<file path="config.mk">
export PLATFORM = sky130hd
export DESIGN_NAME = prog_timer
export DESIGN_NICKNAME = d
export VERILOG_FILES = /design/src/rtl/prog_timer_pkg.sv /design/src/rtl/prog_timer_tick.sv /design/src/rtl/prog_timer.sv
export SDC_FILE = /design/constraint.sdc
export NUM_CORES = 1
export LEC_CHECK = 0
export ABC_AREA = 1
export CAP_MARGIN = 40
export CORE_UTILIZATION = 50
export DETAILED_ROUTE_END_ITERATION = 10
export PLACE_DENSITY_LB_ADDON = 0.15
export SLEW_MARGIN = 5
export SYNTH_ARGS = -nofsm -noshare
export SYNTH_HDL_FRONTEND = slang
export SYNTH_HIERARCHICAL = 1
export SYNTH_SLANG_ARGS = --single-unit
</file>
<file path="constraint.sdc">
create_clock -name clk -period 2.91 [get_ports clk]
set_input_delay 0.582 -clock clk [delete_from_list [all_inputs] [get_ports clk]]
set_output_delay 0.582 -clock clk [all_outputs]
set_load 0.05 [all_outputs]
</file>
<file path="src/rtl/prog_timer_pkg.sv">
// Shared types and constants for the prescaled up/down timer.
package prog_timer_pkg;

    // End-of-range behaviour; 2'b11 is reserved and decodes as saturate.
    typedef enum logic [1:0] {
        MODE_WRAP    = 2'b00,
        MODE_SAT     = 2'b01,
        MODE_REVERSE = 2'b10
    } mode_t;

    localparam int unsigned CLK_HZ   = 50_000_000;
    localparam int unsigned TICK_1MS = 50_000;

    // Prescaler register width: enough for 0..clks-1, never narrower than one bit.
    function automatic int unsigned prescaler_width(input int unsigned clks);
        return (clks > 1) ? $clog2(clks) : 1;
    endfunction

endpackage

</file>
<file path="src/rtl/prog_timer_tick.sv">
// Prescaler: produces one tick per CLKS_PER_TICK enabled clock cycles.
module tick_gen
    import prog_timer_pkg::*;
#(
    parameter int unsigned CLKS_PER_TICK = TICK_1MS
) (
    input  logic clk,
    input  logic reset_n,
    input  logic clear,
    input  logic enable,
    output logic tick
);

    localparam int unsigned PW = prescaler_width(CLKS_PER_TICK);
    localparam logic [PW-1:0] LastCnt = PW'(CLKS_PER_TICK - 1);

    logic [PW-1:0] cnt_q, cnt_d;

    // Tick is combinational so the count step lands on the edge that ends this cycle.
    always_comb begin
        tick  = enable && (cnt_q == LastCnt);
        cnt_d = cnt_q;
        if (clear) begin
            cnt_d = '0;
        end else if (enable) begin
            cnt_d = tick ? '0 : cnt_q + PW'(1);
        end
    end

    // Prescaler register with synchronous active-low reset.
    always_ff @(posedge clk) begin
        if (!reset_n) begin
            cnt_q <= '0;
        end else begin
            cnt_q <= cnt_d;
        end
    end

endmodule

</file>
<file path="src/rtl/prog_timer.sv">
// Prescaled up/down timer with wrap, saturate and auto-reverse end-of-range handling.
module prog_timer
    import prog_timer_pkg::*;
#(
    parameter int unsigned WIDTH         = 11,
    parameter int unsigned CLKS_PER_TICK = TICK_1MS
) (
    input  logic             clk,
    input  logic             reset_n,
    input  logic             load,
    input  logic [WIDTH-1:0] start_value,
    input  logic             up,
    input  logic             enable,
    input  logic [1:0]       mode,
    output logic [WIDTH-1:0] timer_value,
    output logic             counting_up,
    output logic             tick,
    output logic             zero,
    output logic             overflow
);

    localparam logic [WIDTH-1:0] MaxVal = '1;
    localparam logic [WIDTH-1:0] One    = WIDTH'(1);

    logic [WIDTH-1:0] value_q, value_d;
    logic             dir_q, dir_d;
    logic             ovf_q, ovf_d;
    logic             zero_q, zero_d;

    // Load also clears the prescaler so the first step is a full period away.
    tick_gen #(
        .CLKS_PER_TICK(CLKS_PER_TICK)
    ) u_tick_gen (
        .clk    (clk),
        .reset_n(reset_n),
        .clear  (load),
        .enable (enable),
        .tick   (tick)
    );

    // Next-state: load beats tick; a tick coincident with load is dropped.
    always_comb begin
        value_d = value_q;
        dir_d   = dir_q;
        ovf_d   = ovf_q;
        if (load) begin
            value_d = start_value;
            dir_d   = up;
            ovf_d   = 1'b0;
        end else if (tick) begin
            if (dir_q) begin
                if (value_q != MaxVal) begin
                    value_d = value_q + One;
                end else begin
                    ovf_d = 1'b1;
                    case (mode)
                        MODE_WRAP: value_d = '0;
                        MODE_REVERSE: begin
                            dir_d   = 1'b0;
                            value_d = MaxVal - One;
                        end
                        default: value_d = MaxVal;
                    endcase
                end
            end else begin
                if (value_q != '0) begin
                    value_d = value_q - One;
                end else begin
                    case (mode)
                        MODE_WRAP: begin
                            value_d = MaxVal;
                            ovf_d   = 1'b1;
                        end
                        // Bouncing off zero is the normal reaction-game turnaround, not an error.
                        MODE_REVERSE: begin
                            dir_d   = 1'b1;
                            value_d = One;
                        end
                        default: begin
                            value_d = '0;
                            ovf_d   = 1'b1;
                        end
                    endcase
                end
            end
        end
        // Pulse only on a transition into zero, whatever caused it.
        zero_d = (value_d == '0) && (value_q != '0);
    end

    // Count, direction and flag registers with synchronous active-low reset.
    always_ff @(posedge clk) begin
        if (!reset_n) begin
            value_q <= '0;
            dir_q   <= 1'b0;
            ovf_q   <= 1'b0;
            zero_q  <= 1'b0;
        end else begin
            value_q <= value_d;
            dir_q   <= dir_d;
            ovf_q   <= ovf_d;
            zero_q  <= zero_d;
        end
    end

    assign timer_value = value_q;
    assign counting_up = dir_q;
    assign zero        = zero_q;
    assign overflow    = ovf_q;

endmodule

</file>
# Word level (Yosys, flattened, before mapping)
# Index checks and enable logic that the tools add are counted.
dict set report word_totals {
  inputBits 18
  reg_bits 30
  mem_count 0
  mem_bits_rw 0
  latch_bits 0
  mem_bits_ro 0
  word_cells 42
  out_inout_bits 15
}
dict set report op_classes {
  n_lt_le_gt_ge 0
  addsub 3
  reduce_logical 8
  div 0
  n_mux 19
  shifts 0
  bitwise 1
  n_eq_ne 6
  mul 0
}
# operator n
set op_table {}
lappend op_table {{11-bit 2-to-1 mux} 5}
lappend op_table {{11-bit one-hot mux with 2 select lines} 2}
lappend op_table {{16-bit by 1-bit adder with 16-bit output, second input constant} 1}
lappend op_table {{16-bit equality test, second input constant} 1}
lappend op_table {{16-bit 2-to-1 mux} 1}
lappend op_table {{11-bit by 1-bit adder with 11-bit output, second input constant} 1}
lappend op_table {{11-bit zero test} 1}
lappend op_table {{1-bit 2-to-1 mux} 11}
lappend op_table {{11-bit != test, second input constant} 1}
lappend op_table {{11-bit nonzero test} 1}
lappend op_table {{11-bit by 1-bit subtractor with 11-bit output, second input constant} 1}
lappend op_table {{2-bit != test, second input constant} 3}
lappend op_table {{4-bit AND reduction} 1}
lappend op_table {{2-bit equality test, second input constant} 1}
lappend op_table {{1-bit logical AND} 2}
lappend op_table {{2-bit zero test} 1}
lappend op_table {{2-bit nonzero test} 1}
lappend op_table {{2-bit OR reduction} 1}
lappend op_table {{1-bit inverter} 1}

# Depth between registers and ports, before layout
# Gate-level depths: netlist (run 1).
dict set report logic_depth {
  ltp_word 8
  ltp_mapped 15
  ltp_nobuf 15
}

# Cells and area by module
# Netlist (run 1), hierarchy kept.
# module seq_area_each_um2 instances cells_each area_each_um2
set by_module_without_submodules {}
lappend by_module_without_submodules {prog_timer 280.3 1 266 1525.2}
lappend by_module_without_submodules {tick_gen 320.3 1 145 930.9}

# Worst setup path after synthesis (run 1)
# No wires, ideal clock.
dict set report synth_path {
  path_type {input-to-reg}
  start {input enable}
  end {register zero_q (netlist: zero)}
  t_arrival_ps 3189
  slack_ps -340
  cell_stages 11
  path_buffers 1
  setup_time_ps 62
  t_required_ps 2848
  path_cell_list {buf_2 -> nand2_1 -> nor3_1 -> nand2_1 -> inv_1 -> nand3_1 -> a21boi_2 -> nand2_1 -> nor2_1 -> nand2_1 -> nor2_2}
}
dict set report synth_between {
  elab_chain_len 5
}
# element line_no
set synth_lines {}
lappend synth_lines {{start, declared} prog_timer.sv:13} ;# input logic enable,
lappend synth_lines {{1-bit logical AND} prog_timer_tick.sv:21} ;# tick = enable && (cnt_q == LastCnt);
lappend synth_lines {{named net tick} prog_timer.sv:17} ;# output logic tick,
lappend synth_lines {{11-bit 2-to-1 mux} prog_timer.sv:50} ;# end else if (tick) begin
lappend synth_lines {{11-bit 2-to-1 mux} prog_timer.sv:46} ;# if (load) begin
lappend synth_lines {{11-bit zero test} prog_timer.sv:88} ;# zero_d = (value_d == '0) && (value_q != '0);
lappend synth_lines {{1-bit logical AND} prog_timer.sv:88}
lappend synth_lines {{end signal, assigned} prog_timer.sv:102} ;# zero_q <= zero_d;
lappend synth_lines {{end, declared} prog_timer.sv:28} ;# logic zero_q, zero_d;
# The timed path passes the listed nets, and every way through them passes these cells.
# A chain may end at the register's enable or synchronous reset.

# Worst setup path after layout (run 1)
dict set report layout_path {
  start {register u_tick_gen.cnt_q[0]}
  end {output tick}
}
dict set report layout_between {
  elab_chain_len 2
}
# element line_no
set layout_lines {}
lappend layout_lines {{start, declared} prog_timer_tick.sv:17} ;# logic [PW-1:0] cnt_q, cnt_d;
lappend layout_lines {{start signal, assigned} prog_timer_tick.sv:35} ;# cnt_q <= cnt_d;
lappend layout_lines {{16-bit equality test} prog_timer_tick.sv:21}
lappend layout_lines {{1-bit logical AND} prog_timer_tick.sv:21}
lappend layout_lines {{end, declared} prog_timer.sv:17}
# Every way passes these cells.

==> metrics.md, run 1 <==
| Metric | Value |
|---|---|
| First-pass DRT Iterations | `4` |
| Die area | `0.00520 mm²` |
| Share of layout cells above drive strength 1 | `11.2%` |
| Initial Util | `52.0%` |
| Max Fclk | `422 MHz` |
| Worst Max-Slew Pin Slew | `a little over 0.5 ns` |
| Global router's overall resource usage | `27.0%` |
| Synth Area per Inst | `5.98 µm²` |
| Main area contributors after synthesis | `dfxtp_1 (24%), nand2_1 (20%), nor2_1 (9.9%)` |
| Status | `complete, no violations` |
| Worst setup EP type | `output port` |
| Post-synth ARST share | `0%` |
| Period minus WS final | `2.37 ns` |
| Synthesized Nets | `approximately 430` |
| Reg-to-Reg Start | `u_tick_gen/cnt_q[0]$_SDFFE_PP0P_` |
| Leakage | `1.31 nW` |
| Io pins | `33` |
| Row count | `25` |
| Nets | `468` |
| First-pass GRT wire length | `10,800 µm` |
| Min-delay worst type | `flop to flop` |
| Clock Sink Count | `30` |
| Core area | `approximately 0.0047 mm²` |
| Min Hold Slack | `0.526 ns` |
| Final WS setup | `0.543 ns` |
| CP max-delay cell | `dfxtp_1` |
| Post-synth top area share | `24.5%` |
| Cell variety after synth | `38` |
| Final std cells w/o fill | `a little over 500` |
| Post-DP HPWL | `4890 µm` |
| Final WL | `around 6500 µm` |
| RSZ-0062 raised after global routing | `no` |
| Most common library cells after synthesis | `nand2_1 (130), nor2_1 (65), inv_1 (47)` |
| Chip Width | `approximately 70 µm` |
| Post-CTS sizing | `0` |
| Placed cell areas | `0.00286 mm²` |
| GRT overflow | `0` |
| Worst hold endpoint | `u_tick_gen/cnt_q[12]$_SDFFE_PP0P_` |
| Final Setup Violations | `0` |
| Startpoint Class | `flop` |
| Vias post-DR | `2,650` |
| Flop-to-flop setup slack | `0.62 ns` |
| Largest stage delay on the critical path | `0.40 ns` |
| Worst VDD drop | `~0.00030 V` |
| Post-synth EDFFs | `0` |
| Period utilisation layout | `81.3%` |
| Delay-heaviest family, CP | `simple AND/OR/NAND/NOR gates` |
| Synth Warn # | `6` |
| Die height | `slightly above 70 µm` |
| Max Fanout on Critical Path | `4` |
| Synth Instances | `~410` |
| FF+latch count, synth | `30` |
| DR WL/cell | `12.6 µm` |
| Postcts setup bufs | `0` |
| Drt via density | `5.17` |
| Pwr Density | `347 mW/mm²` |
| Largest area contributor in the netlist | `dfxtp_1` |
| Final Power | `1.02 mW` |
| Placed Instances | `506` |
| Worst r2r path cells | `13` |
| CTS tree | `done` |
| Most frequent cell after synthesis | `nand2_1` |
| DR DRC count | `0` |
| Buffers on Ports | `32` |
| Design Area, Final | `0.00294 mm²` |
| Main flop type after synthesis | `dfxtp_1` |
| CP Class | `flop to output port` |
| GP Congestion | `0.868` |
| Clk root buf | `clkbuf_8` |
| Antenna-violating nets left | `0` |
| Final Hold Violating Endpoints | `0` |
| Largest net degree at the start of global routing | `27` |
| Final max-slew violation count | `0` |
| Maxcap violations | `0` |
| Worst-Skew Late Latency | `0.29 ns` |
| Reg clk slew, reported paths | `0.06 ns` |
| Sequential-to-total area share from yosys stat | `approximately a quarter` |
| Iter 0 DRT Violations | `222` |
| CTS Hold Bufs | `0` |
| Max_slew headroom | `between 60 and 70%` |
| P&R area growth vs syn | `19.8%` |
| Number of CTS-inserted buffers | `5` |
| Pre-CTS setup slack | `0.366 ns` |
| Crit path cell chain | `ha_1 -> inv_1 -> nor2_2 -> nand4_1 -> nor3_2 -> buf_4 -> buf_12` |
| Diode count | `0` |
| Clock tree buffer depth | `2` |
| Initial antenna violation count | `0` |
| Arr. time, crit path | `~1.8 ns` |
| Vias in the first global route | `2,410` |
| Worst endpoint required time | `2.33 ns` |
| Hold Startpoint | `u_tick_gen/cnt_q[12]$_SDFFE_PP0P_` |
| Post-route clock skew | `0.00524 ns` |
| Post-layout util | `62.3%` |
| H-tree depth | `2` |
| RR Endpoint | `zero$_SDFF_PN0_` |
| Post-Syn Area | `0.00246 mm²` |
| Fin Setup TNS | `0 ns` |
| Worst Hold Depth | `3` |
| Crit path buf inv count | `3` |
## power by group
| group | switching [mW] | total [mW] | internal (mW) |
|---|---|---|---|
| logic | 0.160 | 0.256 | 0.0958 |
| registers | 0.0183 | 0.439 | 0.421 |
| clock network | 0.165 | 0.325 | 0.160 |
## how the worst max path moves through the flow
stage | start | to | slack [ns] | depth (start not counted)
final | u_tick_gen/cnt_q[0]$_SDFFE_PP0P_ | tick | 0.54 | 7
after floorplan | enable | zero$_SDFF_PN0_ | 0.28 | 11
after global routing | u_tick_gen/cnt_q[0]$_SDFFE_PP0P_ | tick | 0.38 | 7
after CTS | u_tick_gen/cnt_q[0]$_SDFFE_PP0P_ | tick | 0.54 | 7
after global placement | enable | zero$_SDFF_PN0_ | 0.42 | 11
after detailed placement | enable | zero$_SDFF_PN0_ | 0.37 | 11
## routing by layer
metal / track usage [%] / part of all wire, % / wire (µm) / vias to the layer above
li1: - / - / - / 1372
met1: 29.7 / 40 / 2580 / 1181
met2: 49.7 / 52 / 3350 / 81
met3: 5.56 / 6.1 / 393 / 16
met4: 12.0 / 2.5 / 161 / 0
met5: 0 / 0 / 0 / -
## placed cells by master, fill, tap and decap left out, types with 2 or more instances in the layout
cell type        synthesis  layout
a21boi_2                 4       4
a21oi_1                 24      24
buf_4                    1       4
clkbuf_8                 0       5
clkdlybuf4s50_1          0      31
clkinv_2                 0       2
dfxtp_1                 30      30
ha_1                     4       4
inv_1                   47      47
inv_2                    2       2
nand2_1                130     130
nand2_2                  4       4
nand2_4                  2       2
nand3_1                 30      30
nand3_2                  2       2
nand3_4                  2       2
nand4_1                  8       8
nand4_2                  2       2
nor2_1                  65      65
nor2_2                   9       9
nor2_4                   5       5
nor3_1                   4       3
nor3_2                   1       2
o21ai_0                  8       8
o21ai_1                  3       3
xnor2_1                  2       2
xor2_1                   4       4
## sequential cells by signal (all words and copies together), names as in the netlist
name,cells
counting_up,1
timer_value,11
overflow,1
u_tick_gen/cnt_q,16
zero,1
## area by class of cell
class                   count  area [µm²]
inverters                  49         184
multi-input cells         324        1630
well taps                  67        83.8
flip-flops and latches     30         601
clock buffers               5        68.8
fillers                   467        1780
clock inverters             2        10.0
repair buffers             36         360
## tightest hold or removal path: stages (launching register included)
cell	delay, ns
dfxtp_1	0.32
nand2_1	0.06
nand2_1	0.04
nor2_1	0.06
## cell families after synthesis
family,Yosys count,share of synthesized area (%)
simple gates,268,50.6
buf+inv,57,9.22
compound gates,46,11.6
flops,30,24.5
xor+xnor,6,2.14
fa+ha+maj,4,2.04
Note: power is estimated with default switching activity, not from simulation.
==> run 2, diff against run 1 <==
==> constraint.sdc (replaced) <==
create_clock -name clk -period 2.2 [get_ports clk]
set_input_delay 0.44 -clock clk [delete_from_list [all_inputs] [get_ports clk]]
set_output_delay 0.44 -clock clk [all_outputs]
set_load 0.05 [all_outputs]
==> run 2 against run 1 <==
- first-iteration DRC count shrank 14%
- clock skew is essentially flat
- worst hold slack lost 0.0071 ns
- global-route usage grew 0.20 points
- die area is the same
- sequential share of layout area shrank 0.69 points
- register-to-register slack lost 0.44 ns
- final cell count grew 2.1%
- clock power grew 58%
==> metrics.md, run 2 (synthesis gave the netlist of run 1 again) <==
| Metric | Value |
|---|---|
| Storage element area | `606 µm²` |
| Die height | `a little over 70 µm` |
| Chip Width | `~72 µm` |
| GRT overflow | `0` |
| Placed Instances | `roughly 500` |
| GP Congestion | `approximately 0.94` |
| Diode count | `0` |
| Number of CTS-inserted buffers | `5` |
| CP Class | `flop to output port` |
| Row count | `25` |
| Startpoint Class | `flop` |
| DR DRC count | `0` |
| Final std cells w/o fill | `524` |
| Post-DP HPWL | `5150 µm` |
| Largest stage delay on the critical path | `roughly 0.88 ns` |
| Commonest cells after routing, fill and taps aside | `nand2_1 (129), nor2_1 (65), inv_1 (45)` |
| Post-route clock skew | `0.00559 ns` |
| Max FFs per register | `16` |
| Area of the multi-input gates | `0.00166 mm²` |
| Arr. time, crit path | `1.72 ns` |
| Status | `complete, no violations` |
| Vias in the first global route | `2,519` |
| Min-delay worst type | `flop to flop` |
| Buffers on Ports | `32` |
| Antenna-violating nets left | `0` |
| Post-CTS sizing | `0` |
| Largest reg by FF count | `u_tick_gen/cnt_q` |
| Reg clk slew, reported paths | `about 0.070 ns` |
| Worst setup EP type | `output port` |
| Commonest non-fill, non-tap cell in the layout | `nand2_1` |
| Worst VDD drop | `0.000491 V` |
| Crit path cell chain | `clkdlybuf4s50_1` |
| Leakage | `1.39 nW` |
| P&R area growth vs syn | `25.0%` |
| CP max-delay cell | `clkdlybuf4s50_1` |
| Maxcap violations | `0` |
| DR WL/cell | `~13 µm` |
| First-pass GRT wire length | `11,000 µm` |
| Iter 0 DRT Violations | `191` |
| Nets | `roughly 480` |
| Worst Max-Slew Pin Slew | `a little under 0.5 ns` |
| Drt via density | `5.20` |
| Clock Sink Count | `30` |
| Share of layout cells above drive strength 1 | `15.1%` |
| H-tree depth | `2` |
| RSZ-0062 raised after global routing | `yes` |
| Worst-Skew Late Latency | `0.29 ns` |
| Pwr Density | `470 mW/mm²` |
| Final Setup Violations | `0` |
| Fin Setup TNS | `0 ns` |
| # fillers | `419` |
| Final WL | `6560 µm` |
| Period minus WS final | `2.16 ns` |
| Clock tree buffer depth | `2` |
| Worst endpoint required time | `1.76 ns` |
| Final max-slew violation count | `0` |
| Crit path buf inv count | `1` |
| Die area | `0.00520 mm²` |
| Max Fclk | `around 460 MHz` |
| Initial antenna violation count | `0` |
| Clk root buf | `clkbuf_8` |
| Max_slew headroom | `roughly two thirds` |
| Core area | `0.00472 mm²` |
| Global router's overall resource usage | `between 20 and 30%` |
| First-pass DRT Iterations | `4` |
| Max Fanout on Critical Path | `8` |
| CTS tree | `done` |
| Postcts setup bufs | `0` |
| Largest net degree at the start of global routing | `14` |
| Delay-heaviest family, CP | `buffers and inverters` |
| Initial Util | `52.0%` |
| CTS Hold Bufs | `0` |
| Vias post-DR | `2,725` |
| Io pins | `33` |
| Final Hold Violating Endpoints | `0` |
| Period utilisation layout | `98.3%` |
-- run 2: cell count changes in the layout (fill, tap and decap cells not counted), moves of 2 or more --
cell	delta
inv_1	-2
buf_4	+11
dfxtp_1	-2
inv_2	+2
-- run 2: final timing paths --
path,start,end,slack [ns],cells past startpoint
worst max-delay path,timer_value[4]$_SDFF_PN0_,timer_value[4],0.04,1
worst min-delay path,u_tick_gen/cnt_q[1]$_SDFFE_PP0P_,u_tick_gen/cnt_q[1]$_SDFFE_PP0P_,0.52,2
worst max register to register,timer_value[0]$_SDFF_PN0_,zero$_SDFF_PN0_,0.18,14
worst min register to register,u_tick_gen/cnt_q[1]$_SDFFE_PP0P_,u_tick_gen/cnt_q[1]$_SDFFE_PP0P_,0.52,2
-- run 2: per-stage QoR --
stage / total power, mW / setup slack (ns) / cell area [µm²] / utilization, % / hold WS, ns
finish: 1.44 / 0.0371 / 3070 / 65.0 / 0.518
global route: 1.51 / -0.00988 / 3070 / 65.0 / 0.540
CTS: 1.45 / 0.00688 / 3060 / 64.7 / 0.527
detailed placement: 0.940 / 0.0111 / 2950 / 62.5 / 0.517
global placement: 0.937 / 0.0414 / 2950 / 62.5 / 0.513
floorplan: 0.825 / -0.0404 / 2500 / - / 0.490
-- run 2: cell type report --
class                           count  share of cell area, %
Sequential cell                    30                   19.7
Timing Repair Buffer               46                   14.1
Clock inverter                      2                  0.326
Tap cell                           67                   2.73
Clock buffer                        6                   3.06
Inverter                           49                   5.99
Multi-Input combinational cell    324                   54.1
-- run 2: layer usage --
layer	track usage (%)	vias up	wire length [µm]
met1	29.4	1237	2660
li1	-	1393	-
met3	4.72	20	264
met4	14.4	0	209
met2	50.3	75	3420
met5	0	-	0
-- run 2: power by group --
part           internal [mW]  total, mW  leakage [nW]  switching [mW]
Sequential             0.557      0.585         0.245          0.0285
Combinational          0.135      0.347          1.09           0.211
Clock                  0.287      0.512        0.0561           0.225
==> run 3, diff against run 2 <==
--- a/config.mk
+++ b/config.mk
@@ -7,11 +7,11 @@
 export LEC_CHECK = 0
 export ABC_AREA = 1
 export CAP_MARGIN = 40
-export CORE_UTILIZATION = 50
+export CORE_UTILIZATION = 34
 export DETAILED_ROUTE_END_ITERATION = 10
 export PLACE_DENSITY_LB_ADDON = 0.15
 export SLEW_MARGIN = 5
 export SYNTH_ARGS = -nofsm -noshare
 export SYNTH_HDL_FRONTEND = slang
-export SYNTH_HIERARCHICAL = 1
 export SYNTH_SLANG_ARGS = --single-unit
+export TNS_END_PERCENT = 10
==> run 3 against run 2 <==
- the flow now finishes with violations (design-rule violations)
- die area increased by 37%
- first-iteration DRC count fell by 7.3%
- clock skew shrank 0.00077 ns
- power is 3.3% lower
- critical endpoint is now timer_value[6]
==> metrics.md, run 3 <==
| Metric | Value |
|---|---|
| Max Fclk | `480 MHz` |
| CTS tree | `done` |
| Post-synth EDFFs | `0` |
| Maxcap violations | `0` |
| Post-synth top area share | `26.0%` |
| Buffers on Ports | `32` |
| CP max-delay cell | `clkdlybuf4s50_1` |
| Leakage | `approximately 1.4 nW` |
| Clk root buf | `clkbuf_8` |
| Startpoint Class | `flop` |
| Min-delay worst type | `flop to flop` |
| Largest reg by FF count | `u_tick_gen.cnt_q` |
| Final Setup Violations | `0` |
| Final max-slew violation count | `0` |
| Worst-Skew Late Latency | `0.28 ns` |
| Failing checks | `design-rule violations` |
| FF+latch count, synth | `30` |
| Commonest non-fill, non-tap cell in the layout | `nand2_1` |
| Initial Util | `35.8%` |
| Synth Instances | `385` |
| P&R area growth vs syn | `29.8%` |
| Largest net degree at the start of global routing | `13` |
| CTS Hold Bufs | `0` |
| Chip Width | `between 80 and 90 µm` |
| RSZ-0062 raised after global routing | `no` |
| First-pass DRT Iterations | `7` |
| Fin Setup TNS | `0 ns` |
| Die area | `0.00713 mm²` |
| Post-Syn Area | `0.00231 mm²` |
| DR WL/cell | `13.5 µm` |
| Arr. time, crit path | `about 1.6 ns` |
| Synth Area per Inst | `6.01 µm²` |
| Initial antenna violation count | `0` |
| Main flop type after synthesis | `dfxtp_1` |
| Most frequent cell after synthesis | `nand2_1` |
| Main area contributors after synthesis | `dfxtp_1 (26%), nand2_1 (19%), nand3_1 (8.4%)` |
| DR DRC count | `2` |
| Period minus WS final | `2.08 ns` |
| Die height | `~84 µm` |
| Worst setup EP type | `output port` |
| Pwr Density | `465 mW/mm²` |
| Crit path cell chain | `clkdlybuf4s50_1` |
| Global router's overall resource usage | `20.7%` |
| GP Congestion | `just over 0.9` |
| Drt via density | `between 5 and 6` |
| GRT overflow | `0` |
| Row count | `29` |
| Clock tree buffer depth | `2` |
| Core area | `0.00646 mm²` |
| Final Hold Violating Endpoints | `0` |
| First-pass GRT wire length | `11,700 µm` |
| Final Power | `1.40 mW` |
| Post-DP HPWL | `5760 µm` |
| Synthesized Nets | `407` |
| Sequential-to-total area share from yosys stat | `26.0%` |
| Reg clk slew, reported paths | `0.06 ns` |
| Synth Warn # | `0` |
| Iter 0 DRT Violations | `between 150 and 200` |
| Worst VDD drop | `~0.00028 V` |
| Max_slew headroom | `66.6%` |
| Nets | `465` |
| Cell variety after synth | `35` |
| Crit path buf inv count | `1` |
| Worst endpoint required time | `1.76 ns` |
| Vias in the first global route | `2,545` |
| CP Class | `flop to output port` |
| Max Fanout on Critical Path | `7` |
| Number of CTS-inserted buffers | `5` |
| Clock Sink Count | `30` |
| Post-route clock skew | `slightly below 0.005 ns` |
| Period utilisation layout | `94.7%` |
| Largest area contributor in the netlist | `dfxtp_1` |
| Final WL | `7030 µm` |
| Post-synth ARST share | `0%` |
| Diode count | `0` |
| Min Hold Slack | `0.462 ns` |
| Antenna-violating nets left | `0` |
| Commonest cells after routing, fill and taps aside | `nand2_1 (114), nor2_1 (47), inv_1 (42)` |
| Largest stage delay on the critical path | `0.86 ns` |
| H-tree depth | `2` |
| Max FFs per register | `16` |
| Worst Max-Slew Pin Slew | `around 0.5 ns` |
| Status | `complete, but fails checks` |
| Share of layout cells above drive strength 1 | `about 14%` |
| Delay-heaviest family, CP | `buffers and inverters` |
| Io pins | `33` |
| Vias post-DR | `2,607` |
| Most common library cells after synthesis | `nand2_1 (114), nor2_1 (48), inv_1 (42)` |
## run 3: cell families (layout without fill, tap and decap cells)
family,Yosys count,in the layout,share of synthesized area [%]
DFF,30,30,26.0
xor gates and xnor gates,7,7,2.65
and+or+nand+nor,239,239,46.2
adders and majority gates,4,4,2.16
buffers and inverters,54,113,9.74
AOI/OAI and AO/OA,51,51,13.3
## run 3: cell type report
cell class | instances | area, µm²
clock buffers | 7 | 86.3
clock inverters | 1 | 5.00
fillers | 686 | 3460
inverters | 46 | 173
multi-input cells | 301 | 1500
flip-flops and latches | 30 | 604
well taps | 77 | 96.3
repair buffers | 59 | 536
## run 3: stage by stage
| step | instance area (µm²) | cells | worst slack, ns | util [%] |
|---|---|---|---|---|
| 2_1_floorplan | 2310 | 385 | 0.0895 | - |
| 3_3_place_gp | 2880 | 512 | -0.174 | 44.6 |
| 3_5_place_dp | 2880 | 512 | -0.183 | 44.6 |
| 4_1_cts | 2970 | 520 | 0.00895 | 46.0 |
| 5_1_grt | 3000 | 521 | 0.0251 | 46.5 |
| 6_report | 3000 | 521 | 0.117 | 46.5 |
## run 3: routing by layer
metal	routed length [µm]	part of all wire, %	vias to the layer above	GRT usage, %
li1	-	-	1365	-
met3	356	5.1	13	2.95
met5	0	0	-	0
met1	3110	44	1162	25.6
met2	3430	49	67	36.5
met4	138	2.0	0	7.55
## run 3: power breakdown
part           switching, mW  leakage, nW  total (mW)  internal, mW
clock network          0.208       0.0482       0.460         0.252
registers             0.0276        0.245       0.585         0.557
logic                  0.213         1.06       0.351         0.138
total                  0.448         1.36        1.40         0.948
## run 3: timing repair
| item | in CTS | in global routing |
|---|---|---|
| setup endpoints to repair | 0 | 4 |
| buffers inserted | 0 | 1 |
| gates resized for setup | 0 | 8 |
| hold endpoints to repair | 0 | 0 |
## run 3: final timing paths
| check | slack, ns | start | cells past startpoint | end |
|---|---|---|---|---|
| worst max-delay path | 0.12 | timer_value[6]$_SDFF_PN0_ | 1 | timer_value[6] |
| worst min-delay path | 0.46 | u_tick_gen.cnt_q[15]$_SDFFE_PP0P_ | 1 | u_tick_gen.cnt_q[15]$_SDFFE_PP0P_ |
| worst max register to register | 0.17 | timer_value[0]$_SDFF_PN0_ | 14 | zero$_SDFF_PN0_ |
| worst min register to register | 0.46 | u_tick_gen.cnt_q[15]$_SDFFE_PP0P_ | 1 | u_tick_gen.cnt_q[15]$_SDFFE_PP0P_ |
